File: config.mk
export PLATFORM = sky130hd
export DESIGN_NAME = alu_op_sequencer_flat
export DESIGN_NICKNAME = d
export VERILOG_FILES = /design/src/rtl/alu_pkg.sv /design/src/rtl/alu_op_sequencer_if.sv /design/src/rtl/alu_op_sequencer_ref_model.sv /design/src/rtl/alu_op_sequencer.sv /design/src/flat_wrapper.sv
export SDC_FILE = /design/constraint.sdc
export NUM_CORES = 1
export LEC_CHECK = 0
export CORE_MARGIN = 3
export CORE_UTILIZATION = 45
export DETAILED_ROUTE_END_ITERATION = 8
export DONT_BUFFER_PORTS = 1
export SLEW_MARGIN = 20
export SYNTH_ARGS = -nofsm -noshare
export SYNTH_HDL_FRONTEND = slang
export SYNTH_SLANG_ARGS = --single-unit
export TNS_END_PERCENT = 50
File: constraint.sdc
create_clock -name clk -period 2 [get_ports clk]
set_input_delay 0.2 -clock clk [delete_from_list [all_inputs] [get_ports clk]]
set_output_delay 0.2 -clock clk [all_outputs]
set_load 0.02 [all_outputs]
File: src/rtl/alu_pkg.sv
// Shared types and constants for the ALU operation sequencer: opcodes, widths, FSM states.
package alu_pkg;

   localparam int OPND_W = 4;
   localparam int RES_W  = 8;

   localparam logic [2:0] OP_RIPPLE = 3'b000;
   localparam logic [2:0] OP_PLUS   = 3'b001;
   localparam logic [2:0] OP_ORXOR  = 3'b011;
   localparam logic [2:0] OP_ANY    = 3'b100;
   localparam logic [2:0] OP_ALL    = 3'b101;
   localparam logic [2:0] OP_CONCAT = 3'b110;

   typedef enum logic [1:0] {
      ST_IDLE    = 2'd0,
      ST_SETTLE  = 2'd1,
      ST_CAPTURE = 2'd2,
      ST_RESP    = 2'd3
   } seq_state_t;

endpackage

File: src/rtl/alu_op_sequencer_if.sv
// Command and response handshakes between the key/switch front end and the sequencer.
interface alu_op_sequencer_if;
   import alu_pkg::*;

   logic              cmd_valid;
   logic              cmd_ready;
   logic [2:0]        cmd_op;
   logic [OPND_W-1:0] cmd_a;
   logic [OPND_W-1:0] cmd_b;
   logic              cmd_use_acc;
   logic              rsp_valid;
   logic              rsp_ready;
   logic [RES_W-1:0]  rsp_data;

   modport master (
      output cmd_valid, cmd_op, cmd_a, cmd_b, cmd_use_acc, rsp_ready,
      input  cmd_ready, rsp_valid, rsp_data
   );

   modport slave (
      input  cmd_valid, cmd_op, cmd_a, cmd_b, cmd_use_acc, rsp_ready,
      output cmd_ready, rsp_valid, rsp_data
   );

endinterface

File: src/rtl/alu_op_sequencer_ref_model.sv
// Combinational reference of the expected ALU result, used by the optional self-check.
module alu_ref_model
   import alu_pkg::*;
(
   input  logic [OPND_W-1:0] a,
   input  logic [OPND_W-1:0] b,
   input  logic [2:0]        key,
   output logic [RES_W-1:0]  result
);

   logic [OPND_W:0] sum_s;

   // Expected result per opcode; undefined opcodes read as zero.
   always_comb begin
      sum_s  = {1'b0, a} + {1'b0, b};
      result = {RES_W{1'b0}};
      case (key)
         OP_RIPPLE, OP_PLUS: result = {3'b000, sum_s};
         OP_ORXOR:           result = {a | b, a ^ b};
         OP_ANY:             result = {7'b0000000, |{a, b}};
         OP_ALL:             result = {7'b0000000, &{a, b}};
         OP_CONCAT:          result = {a, b};
         default:            result = {RES_W{1'b0}};
      endcase
   end

endmodule

File: src/rtl/alu_op_sequencer.sv
// Sequencer driving the combinational ALU: accept, settle, capture, respond.
// Optional ALU_SELFCHECK_EN adds a sticky mismatch flag against alu_ref_model.
module alu_op_sequencer
   import alu_pkg::*;
#(
   parameter int SETTLE_CYCLES = 1,
   parameter int CNT_W         = 8
)
(
   input  logic               clk,
   input  logic               resetn,
   alu_op_sequencer_if.slave  bus,
   output logic [OPND_W-1:0]  alu_a,
   output logic [OPND_W-1:0]  alu_b,
   output logic [2:0]         alu_key,
   input  logic [RES_W-1:0]   alu_out,
   output logic [RES_W-1:0]   acc,
   output logic [CNT_W-1:0]   op_count
`ifdef ALU_SELFCHECK_EN
   ,
   output logic               mismatch
`endif
);

   localparam logic [3:0] SETTLE_LOAD = 4'(SETTLE_CYCLES - 1);

   seq_state_t state_r;
   logic [3:0] settle_cnt_r;

   // Main FSM; every handshake and ALU-facing output is a register.
   always_ff @(posedge clk or negedge resetn) begin
      if (!resetn) begin
         state_r       <= ST_IDLE;
         settle_cnt_r  <= 4'd0;
         alu_a         <= {OPND_W{1'b0}};
         alu_b         <= {OPND_W{1'b0}};
         alu_key       <= 3'b000;
         acc           <= {RES_W{1'b0}};
         op_count      <= {CNT_W{1'b0}};
         bus.cmd_ready <= 1'b1;
         bus.rsp_valid <= 1'b0;
         bus.rsp_data  <= {RES_W{1'b0}};
      end else begin
         case (state_r)
            ST_IDLE: begin
               if (bus.cmd_valid) begin
                  alu_a         <= bus.cmd_a;
                  alu_key       <= bus.cmd_op;
                  // acc is sampled here, so a chained op sees the value just captured
                  alu_b         <= bus.cmd_use_acc ? acc[OPND_W-1:0] : bus.cmd_b;
                  settle_cnt_r  <= SETTLE_LOAD;
                  bus.cmd_ready <= 1'b0;
                  state_r       <= ST_SETTLE;
               end
            end
            ST_SETTLE: begin
               if (settle_cnt_r == 4'd0) begin
                  state_r <= ST_CAPTURE;
               end else begin
                  settle_cnt_r <= settle_cnt_r - 4'd1;
               end
            end
            ST_CAPTURE: begin
               bus.rsp_data  <= alu_out;
               acc           <= alu_out;
               bus.rsp_valid <= 1'b1;
               state_r       <= ST_RESP;
            end
            ST_RESP: begin
               if (bus.rsp_ready) begin
                  op_count      <= op_count + CNT_W'(1);
                  bus.rsp_valid <= 1'b0;
                  bus.cmd_ready <= 1'b1;
                  state_r       <= ST_IDLE;
               end
            end
            default: begin
               bus.rsp_valid <= 1'b0;
               bus.cmd_ready <= 1'b1;
               state_r       <= ST_IDLE;
            end
         endcase
      end
   end

`ifdef ALU_SELFCHECK_EN
   logic [RES_W-1:0] ref_result_s;

   alu_ref_model u_ref_model (
      .a      (alu_a),
      .b      (alu_b),
      .key    (alu_key),
      .result (ref_result_s)
   );

   // Sticky flag: any capture that disagrees with the reference latches it until reset.
   always_ff @(posedge clk or negedge resetn) begin
      if (!resetn) begin
         mismatch <= 1'b0;
      end else if ((state_r == ST_CAPTURE) && (alu_out != ref_result_s)) begin
         mismatch <= 1'b1;
      end
   end
`endif

endmodule

File: src/flat_wrapper.sv
// flat-port wrapper written by rule: the top's interface ports become plain ports
module alu_op_sequencer_flat import alu_pkg::*;
#(
   parameter int SETTLE_CYCLES = 1,
   parameter int CNT_W         = 8
)
  (clk, resetn, alu_a, alu_b, alu_key, alu_out, acc, op_count, bus_cmd_valid, bus_cmd_op, bus_cmd_a, bus_cmd_b, bus_cmd_use_acc, bus_rsp_ready, bus_cmd_ready, bus_rsp_valid, bus_rsp_data);
  alu_op_sequencer_if bus_i ();
  input  logic clk;
  input  logic resetn;
  output logic [OPND_W-1:0] alu_a;
  output logic [OPND_W-1:0] alu_b;
  output logic [2:0] alu_key;
  input  logic [RES_W-1:0] alu_out;
  output logic [RES_W-1:0] acc;
  output logic [CNT_W-1:0] op_count;
  input wire logic [$bits(bus_i.cmd_valid)-1:0] bus_cmd_valid;
  input wire logic [$bits(bus_i.cmd_op)-1:0] bus_cmd_op;
  input wire logic [$bits(bus_i.cmd_a)-1:0] bus_cmd_a;
  input wire logic [$bits(bus_i.cmd_b)-1:0] bus_cmd_b;
  input wire logic [$bits(bus_i.cmd_use_acc)-1:0] bus_cmd_use_acc;
  input wire logic [$bits(bus_i.rsp_ready)-1:0] bus_rsp_ready;
  output wire logic [$bits(bus_i.cmd_ready)-1:0] bus_cmd_ready;
  output wire logic [$bits(bus_i.rsp_valid)-1:0] bus_rsp_valid;
  output wire logic [$bits(bus_i.rsp_data)-1:0] bus_rsp_data;
  assign bus_i.cmd_valid = bus_cmd_valid;
  assign bus_i.cmd_op = bus_cmd_op;
  assign bus_i.cmd_a = bus_cmd_a;
  assign bus_i.cmd_b = bus_cmd_b;
  assign bus_i.cmd_use_acc = bus_cmd_use_acc;
  assign bus_i.rsp_ready = bus_rsp_ready;
  assign bus_cmd_ready = bus_i.cmd_ready;
  assign bus_rsp_valid = bus_i.rsp_valid;
  assign bus_rsp_data = bus_i.rsp_data;
  alu_op_sequencer #(.SETTLE_CYCLES(SETTLE_CYCLES), .CNT_W(CNT_W)) u_core (.clk(clk), .resetn(resetn), .bus(bus_i), .alu_a(alu_a), .alu_b(alu_b), .alu_key(alu_key), .alu_out(alu_out), .acc(acc), .op_count(op_count));
endmodule
======== After elaboration in Yosys (flattened, before gate mapping) ========
Cells that the tools add are included.
storage, ports and cells
  register bits ........................... 35
  latch bits .............................. 0
  bits in writable memories ............... 0
  memory bits (read-only) ................. 0
  bits of input ports ..................... 24
  logic and storage cells ................. 42
  memories ................................ 0
operators by class
  add/sub/neg operators ................... 2
  multiply operators ...................... 0
  divide/modulo/power cells ............... 0
  magnitude comparators ................... 0
  equal/unequal tests ..................... 7
  shift operators ......................... 0
  multiplexer cells ....................... 13
  bitwise logic cells ..................... 0
  reductions and logical operators ........ 11
operators by type and width
  kind                                                   number
  two-way mux 4 bit                                      3
  AND reduction 3 bit                                    3
  adder 8 x 1 -> 8 bit, second input constant            1
  case mux 2 bit (4 select lines)                        1
  case mux 4 bit (2 select lines)                        1
  two-way mux 2 bit                                      3
  inequality test 2 bit, second input constant           3
  AND reduction 2 bit                                    3
  nonzero test 2 bit                                     3
  equality test 2 bit, second input constant             2
  zero test 4 bit                                        1
  case mux 1 bit (2 select lines)                        2
  subtractor 4 x 1 -> 4 bit, second input constant       1
  two-way mux 1 bit                                      3
  equality test 2 x 1 -> 1 bit, second input constant    1
  zero test 2 bit                                        1
  inequality test 2 x 1 -> 1 bit, second input constant  1

======== Logic depth before layout (Yosys ltp) ========
Gate-level depths: netlist of the first run.
  depth after elaboration ................. 3
  depth in mapped cells ................... 6
  depth with buffers taken out ............ 5

======== Worst setup path after synthesis of the first run ========
No wires, ideal clock.
  path type ............................... flip-flop to flip-flop
  from .................................... reg u_core.settle_cnt_r[0]
  to ...................................... reg u_core.state_r[1]
  library setup time ...................... 125 ps
  arrival ................................. 1584 ps
  required time ........................... 1875 ps
  path slack .............................. 291 ps
  cell stages (with the launch flop) ...... 6
  path buffers ............................ 0
  cell sequence ........................... dfrtp_1 inv_1 ha_1 or3b_4 a221oi_4 mux2_4
on the way
  longest elaborated chain between the ends .. 3
ends and longest elaborated chain
  what                                      RTL line                RTL
  from (decl)                               alu_op_sequencer.sv:28  logic [3:0] settle_cnt_r;
  from (signal assigned)                    alu_op_sequencer.sv:60  settle_cnt_r <= settle_cnt_r - 4'd1;
  zero test 4 bit                           alu_op_sequencer.sv:57  if (settle_cnt_r == 4'd0) begin
  inequality test 2 x 1 -> 1 bit (no line)  n/a
  AND reduction 3 bit (no line)             n/a
  to (signal assigned)                      alu_op_sequencer.sv:53  state_r <= ST_SETTLE;
  to (signal assigned)                      alu_op_sequencer.sv:58  state_r <= ST_CAPTURE;
  to (signal assigned)                      alu_op_sequencer.sv:67  state_r <= ST_RESP;
  to (decl)                                 alu_op_sequencer.sv:27  seq_state_t state_r;
No other way between the ends.
A chain may end at the register's enable or synchronous reset.

======== Worst setup path after layout of the first run ========
Same ends and word-level chain as after synthesis.

==> summary.md, run 1 <==
| Metric | Value |
|---|---|
| Area growth syn-to-layout | `7.65%` |
| Mux cell area share after synthesis | `15.8%` |
| Register area | `877 µm²` |
| DR WL/cell | `16.4 µm` |
| Fin. Hold Viols | `0` |
| Yosys warnings | `0` |
| Die Y | `67.2 µm` |
| Clock sink count | `35` |
| Worst hold path depth | `1` |
| Antenna diode count | `0` |
| Net Sw Frac | `42.3%` |
| Slew Limit Fails | `0` |
| Total track usage | `13.9%` |
| Tcrit/Tclk final | `91.4%` |
| Clock power share | `19.0%` |
| Vias in the first global route | `1,069` |
| Worst Clk Skew | `0.00393 ns` |
| Final TNS setup | `0 ns` |
| FF-to-FF Start | `u_core.settle_cnt_r[0]` |
| Synth Area in Compound Gates | `6.32%` |
| Area of the multi-input gates | `704 µm²` |
| Worst skew pair latency | `0.28 ns` |
| Setup Buffers After CTS | `0` |
| Fmax | `547 MHz` |
| Hold Path Class | `in -> reg` |
| R2r worst-path depth | `5` |
| I/O pin cnt | `61` |
| Leak | `0.000824 µW` |
| Critical Path Sink Type | `register` |
| Layout cells sized above 1 | `22.1%` |
| Total CTS buffers | `5` |
| Clock Path Buffers | `2` |
| Largest net degree at the start of global routing | `36` |
| Internal Power | `1960 µW` |
| FP Rows | `21` |
| R2r setup slk | `0.17 ns` |
| Fillers | `327` |
| Hold Crit Start | `alu_out[7]` |
| Cell count after synthesis | `138` |
| Final hold slack | `0.0640 ns` |
| Starting density of the core | `48.6%` |
| Via count | `999` |
| Die area | `4510 µm²` |
| Min Clock Period, post-route | `1.83 ns` |
| CP Max Fanout | `3` |
| Cell accounting for the most synthesized area | `dfrtp_1` |
| Sw power | `1440 µW` |
| Comb pwr share | `29.0%` |
| FF+latch count, synth | `35` |
| Vias per cell | `5.49` |
| Outcome | `finished, final reports clean` |
| Post-synthesis xor/xnor area fraction | `3.64%` |
| Largest family of logic cells by synthesized area | `multiplexers` |
| DRC | `0` |
| GR Overflow Total | `0` |
| Rel. slew slack | `66.8%` |
| Clock-pin slew on the worst setup and hold paths | `0.07 ns` |
| Power, Total | `3400 µW` |
| Post-route ant nets | `0` |
| Register area share after synthesis | `52.1%` |
| Nets | `167` |
| Final setup violation count | `0` |
| Synth area leaders | `dfrtp_1, mux2_2, ha_1` |
| Yosys top cell area share | `50.5%` |
| Simple logic cell fraction of the synthesized area | `10.2%` |
| Routed WL | `2990 µm` |
| Initial antenna violation count | `0` |
| DRT iter0 DRCs | `39` |
| Synth unique cells | `32` |
| CP Data Required Time | `2.17 ns` |
| Crit path kind | `reg -> reg` |
| Horiz. Die Dim | `67.2 µm` |
| Hold EP | `u_core.bus.rsp_data[7]` |
| Worst IR drop on VDD | `0.788 mV` |
| Sequential Power Share | `51.9%` |
| Startpoint Class | `register` |
| Adder-cell share of the synthesized area | `5.94%` |
| Setup repair after global routing missed its margin | `false` |
| First-pass GRT wire length | `4710 µm` |
| Max H-tree Level | `2` |
| Root Buffer | `clkbuf_8` |
| Core Box Area | `3470 µm²` |
| CTS tree | `yes` |
| Final GP Congestion | `0.670` |
| I/O Buffers | `0` |
| Synth Net Count | `170` |
| Power per cell area | `1870 nW/µm²` |
| Syn avg cell area | `12.2 µm²` |
| Reg2reg end | `u_core.state_r[1]` |
| Post-Syn Area | `1680 µm²` |
| Max Cap Viol | `0` |
| Slew @ Worst Pin | `0.497 ns` |
| DPL Wire Length | `2210 µm` |
| Critical path data arrival time | `2.00 ns` |
| Drt first pass iters | `4` |
## cells in the final DEF (no fill, tap or decap), drive strengths merged, types with 2 or more instances in the layout
cell type  count
dfrtp         34
mux2          17
nand2          8
ha             8
inv            7
mux2i          7
o21ai          7
nor2           6
clkbuf         6
nand3          4
xnor2          4
xor2           3
a21oi          2
nor2b          2
nand2b         2
o41ai          2
nor3           2
## cell usage after synthesis, drive strengths merged
cell type,count
dfstp,1
a21oi,2
xor2,3
o21ai,7
or3b,1
or4bb,1
mux2,17
nor2,6
nor3,2
nor2b,2
and4bb,1
nand3,4
o2bb2ai,1
clkbuf,2
nand2b,2
a221oi,1
buf,10
xnor2,4
o31a,1
nand4,1
inv,7
nand4b,1
dfrtp,34
o41ai,2
ha,8
nand2,8
or4,1
mux2i,7
nor4,1
## logic make-up (layout without fill, tap and decap cells)
group                    Yosys count  count (layout)
multiplexers                      24              24
buffers and inverters             19              17
AO/OA/AOI/OAI                     14              14
flip-flops                        35              35
XOR/XNOR                           7               7
adder cells (fa/ha/maj)            8               8
AND/OR/NAND/NOR                   31              31
## flip-flops by register name, indices dropped and copies added (netlist names)
register and flops:
u_core.alu_a 4, u_core.alu_b 4, u_core.alu_key 3, u_core.bus.cmd_ready 1
u_core.bus.rsp_data 8, u_core.bus.rsp_valid 1, u_core.op_count 8, u_core.settle_cnt_r 4
u_core.state_r 2
## how the worst max path moves through the flow
stage / endpoint / slack (ns) / from / cells after the start
after floorplan: u_core.state_r[1] / 0.29 / u_core.settle_cnt_r[0] / 5
after global placement: u_core.state_r[1] / 0.25 / u_core.settle_cnt_r[0] / 5
after detailed placement: u_core.state_r[1] / 0.19 / u_core.settle_cnt_r[0] / 5
after CTS: u_core.state_r[1] / 0.18 / u_core.settle_cnt_r[0] / 5
after global routing: u_core.state_r[1] / 0.07 / u_core.settle_cnt_r[0] / 5
final: u_core.state_r[1] / 0.17 / u_core.settle_cnt_r[0] / 5
## per-layer routing
layer  global-route usage [%]  vias up  routed length, µm
met5                        0        -                  0
met4                     4.56        0                 27
met3                     5.99        3                251
met2                     22.8       43               1440
met1                     16.2      490               1270
li1                         -      463                  -
## critical path: stages (launching register included)
cell and delay [ns]:
dfrtp_1 0.39, inv_1 0.12, ha_1 0.20, or3b_4 0.40, a221oi_4 0.28, mux2_4 0.33
## power by group through the flow
stage               logic (µW)  clock network [µW]  registers (µW)
detailed placement         978                   0            1790
floorplan                 1060                   0            1590
finish                     986                 647            1770
global route              1120                 696            1830
global placement           923                   0            1780
CTS                       1000                 672            1780
## stage by stage
step | util [%] | cell area (µm²) | setup WS (ns) | cells
after floorplan | - | 1680 | 0.291 | 138
after global placement | 48.0 | 1670 | 0.253 | 172
after detailed placement | 48.0 | 1670 | 0.191 | 172
after CTS | 52.3 | 1810 | 0.175 | 182
after global routing | 52.3 | 1810 | 0.0732 | 182
final | 52.3 | 1810 | 0.173 | 182
## cell type report
type | count | share of cell area [%]
Tap cell | 46 | 3.17
Clock inverter | 2 | 1.93
Inverter | 7 | 1.45
Clock buffer | 6 | 4.55
Multi-Input combinational cell | 84 | 38.9
Timing Repair Buffer | 2 | 1.66
Sequential cell | 35 | 48.4
## what timing repair did
action,in CTS,in global routing
hold endpoints to repair,35,0
hold buffers,2,0
resized for setup,0,0
No activity file was read; power rests on OpenSTA's default activity.
==> inputs of run 2 (changes only) <==
--- a/config.mk
+++ b/config.mk
@@ -9,6 +9,7 @@
 export CORE_UTILIZATION = 45
 export DETAILED_ROUTE_END_ITERATION = 8
 export DONT_BUFFER_PORTS = 1
+export REMOVE_ABC_BUFFERS = 1
 export SLEW_MARGIN = 20
 export SYNTH_ARGS = -nofsm -noshare
 export SYNTH_HDL_FRONTEND = slang
==> summary.md, run 2 (synthesis results as in run 1) <==
| Metric | Value |
|---|---|
| Outcome | `finished, final reports clean` |
| Rel. slew slack | `66.5% (-0.24 points)` |
| Horiz. Die Dim | `67.2 µm (unchanged)` |
| Net Sw Frac | `42.2% (-0.19 points)` |
| Max Cap Viol | `0 (unchanged)` |
| Setup repair after global routing missed its margin | `false` |
| Die Y | `67.2 µm (unchanged)` |
| Leak | `0.000815 µW (-1.1%)` |
| Hold Path Class | `in -> reg` |
| Dpl ws | `0.196 ns (+0.00486 ns)` |
| Fin. Hold Viols | `0 (unchanged)` |
| Internal Power | `1930 µW (-1.6%)` |
| First-pass GRT wire length | `4640 µm (-1.5%)` |
| Area growth syn-to-layout | `6.98%` |
| Routed WL | `2800 µm (-6.2%)` |
| Sw power | `1400 µW (-2.4%)` |
| Power per cell area | `1850 nW/µm² (-1.4%)` |
| Final hold slack | `0.0629 ns (-0.00108 ns)` |
| Setup Buffers After CTS | `0 (unchanged)` |
| Initial antenna violation count | `0 (unchanged)` |
| Vias per cell | `5.40 (-1.6%)` |
| Layout cells sized above 1 | `20.6% (-1.5 points)` |
| DPL Wire Length | `2140 µm (-3.5%)` |
| Die area | `4510 µm² (unchanged)` |
| Max H-tree Level | `2 (unchanged)` |
| Slew @ Worst Pin | `0.501 ns (+0.00365 ns)` |
| Clock sink count | `35 (unchanged)` |
| Sequential Power Share | `53.0% (+1.1 points)` |
| Startpoint Class | `register` |
| Root Buffer | `clkbuf_8` |
| Tcrit/Tclk final | `89.3% (-2.1 points)` |
| Nets | `167 (unchanged)` |
| DRC | `0 (unchanged)` |
| Most common cell after layout, fill and taps aside | `dfrtp_1` |
| CTS resizes | `0 (unchanged)` |
| DR WL/cell | `15.4 µm (-6.2%)` |
| I/O Buffers | `0 (unchanged)` |
| FP Rows | `21 (unchanged)` |
| Vias in the first global route | `1,003 (-6.2%)` |
| Final GP Congestion | `0.895 (+33%)` |
| Min Clock Period, post-route | `1.79 ns (-0.0418 ns)` |
| Critical path, cell by cell | `inv_1 -> ha_1 -> or3b_4 -> a221oi_4 -> mux2_4` |
| Comb pwr share | `29.1% (about the same)` |
| Antenna diode count | `0 (unchanged)` |
| CP Max Fanout | `3 (unchanged)` |
| Clock Path Buffers | `2 (unchanged)` |
| Total CTS buffers | `5 (unchanged)` |
| Via count | `983 (-1.6%)` |
| Total track usage | `14.0% (+0.11 points)` |
| Post-route setup slack | `0.215 ns (+0.0418 ns)` |
| Worst IR drop on VDD | `0.934 mV (+19%)` |
| GR Overflow Total | `0 (unchanged)` |
| CP max stage cell | `dfrtp_1` |
| Commonest cells after routing, fill and taps aside | `dfrtp_1, mux2_2, nand2_1, ha_1` |
| DRT iter0 DRCs | `54 (+38%)` |
| Clock power share | `17.9% (-1.1 points)` |
| Fmax | `560 MHz (+2.3%)` |
| Worst Clk Skew | `0.0104 ns (+0.00648 ns)` |
| Core Box Area | `3470 µm² (unchanged)` |
| Critical path data arrival time | `1.96 ns (-0.04 ns)` |
| Final TNS setup | `0 ns (unchanged)` |
| Drt first pass iters | `4 (unchanged)` |
| Slowest stage delay, CP | `0.39 ns (about the same)` |
| CP Data Required Time | `2.17 ns (about the same)` |
| Crit path kind | `reg -> reg` |
| Worst hold path depth | `1 (unchanged)` |
| Clock-pin slew on the worst setup and hold paths | `0.07 ns (about the same)` |
| Post-route ant nets | `0 (unchanged)` |
| Critical Path Sink Type | `register` |
| Final setup violation count | `0 (unchanged)` |
| Largest net degree at the start of global routing | `36 (unchanged)` |
| I/O pin cnt | `61 (unchanged)` |
| Starting density of the core | `48.6% (unchanged)` |
| Slew Limit Fails | `0 (unchanged)` |
| Biggest regs | `u_core.bus.rsp_data: 8 flops, u_core.op_count: 8 flops` |
| Worst skew pair latency | `0.28 ns (about the same)` |
| CTS tree | `yes` |
| R2r worst-path depth | `5 (unchanged)` |
==> run 2: cell types whose count changed in the layout (fill, tap and decap cells not counted) <==
cell	previous run	this run
clkinv_2	1	0
clkbuf_1	0	2
clkbuf_8	6	5
==> run 2: layout make-up <==
type,count,area (µm²)
clock buffer,7,76.3
clock inverter,1,30.0
fill,310,1670
inverter,7,26.3
multi-input combinational,84,704
sequential,35,877
tap,46,57.6
timing repair buffer,2,30.0
==> run 2: timing repair <==
item,CTS,global route
hold endpoints to repair,35,0
hold buffers,2,0
endpoints found under the setup margin,0,0
==> run 2: power by group through the flow <==
| stage | Sequential (µW) | Clock (µW) | Combinational, µW |
|---|---|---|---|
| final | 1760 | 597 | 970 |
| after global routing | 1830 | 652 | 1110 |
| after CTS | 1780 | 622 | 987 |
| after detailed placement | 1790 | 0 | 968 |
| after global placement | 1780 | 0 | 923 |
| after floorplan | 1700 | 0 | 822 |
==> run 2: routing by layer <==
| metal | part of all wire, % | wire, µm | global-route usage, % |
|---|---|---|---|
| met1 | 42 | 1190 | 16.3 |
| met2 | 47 | 1320 | 21.8 |
| met3 | 8.3 | 234 | 5.16 |
| met4 | 2.3 | 65 | 8.35 |
| met5 | 0 | 0 | 0 |
==> run 2: critical path: cells and delay by family (launching register included) <==
| kind | cells | cell delay, ns |
|---|---|---|
| multiplexers | 1 | 0.32 |
| flip-flops | 1 | 0.39 |
| adder cells (fa/ha/maj) | 1 | 0.19 |
| AO/OA/AOI/OAI | 1 | 0.28 |
| AND/OR/NAND/NOR | 1 | 0.39 |
| buffers and inverters | 1 | 0.12 |
==> run 2: stage by stage <==
stage               cell area (µm²)  total power [µW]  cells  utilization (%)
detailed placement             1670              2760    172             48.0
finish                         1800              3330    182             51.9
global route                   1800              3590    182             51.9
global placement               1670              2700    172             48.0
floorplan                      1610              2520    126                -
CTS                            1800              3390    182             51.9
==> run 2: final timing paths <==
kind | from | end | slack, ns
min in group asynchronous | resetn | u_core.alu_b[1] | 0.36
max reg2reg | u_core.settle_cnt_r[0] | u_core.state_r[1] | 0.21
min reg2reg | u_core.state_r[1] | u_core.state_r[1] | 0.59
min | bus_cmd_a[2] | u_core.alu_a[2] | 0.06
max | u_core.settle_cnt_r[0] | u_core.state_r[1] | 0.21
max in group asynchronous | resetn | u_core.bus.cmd_ready | 1.39
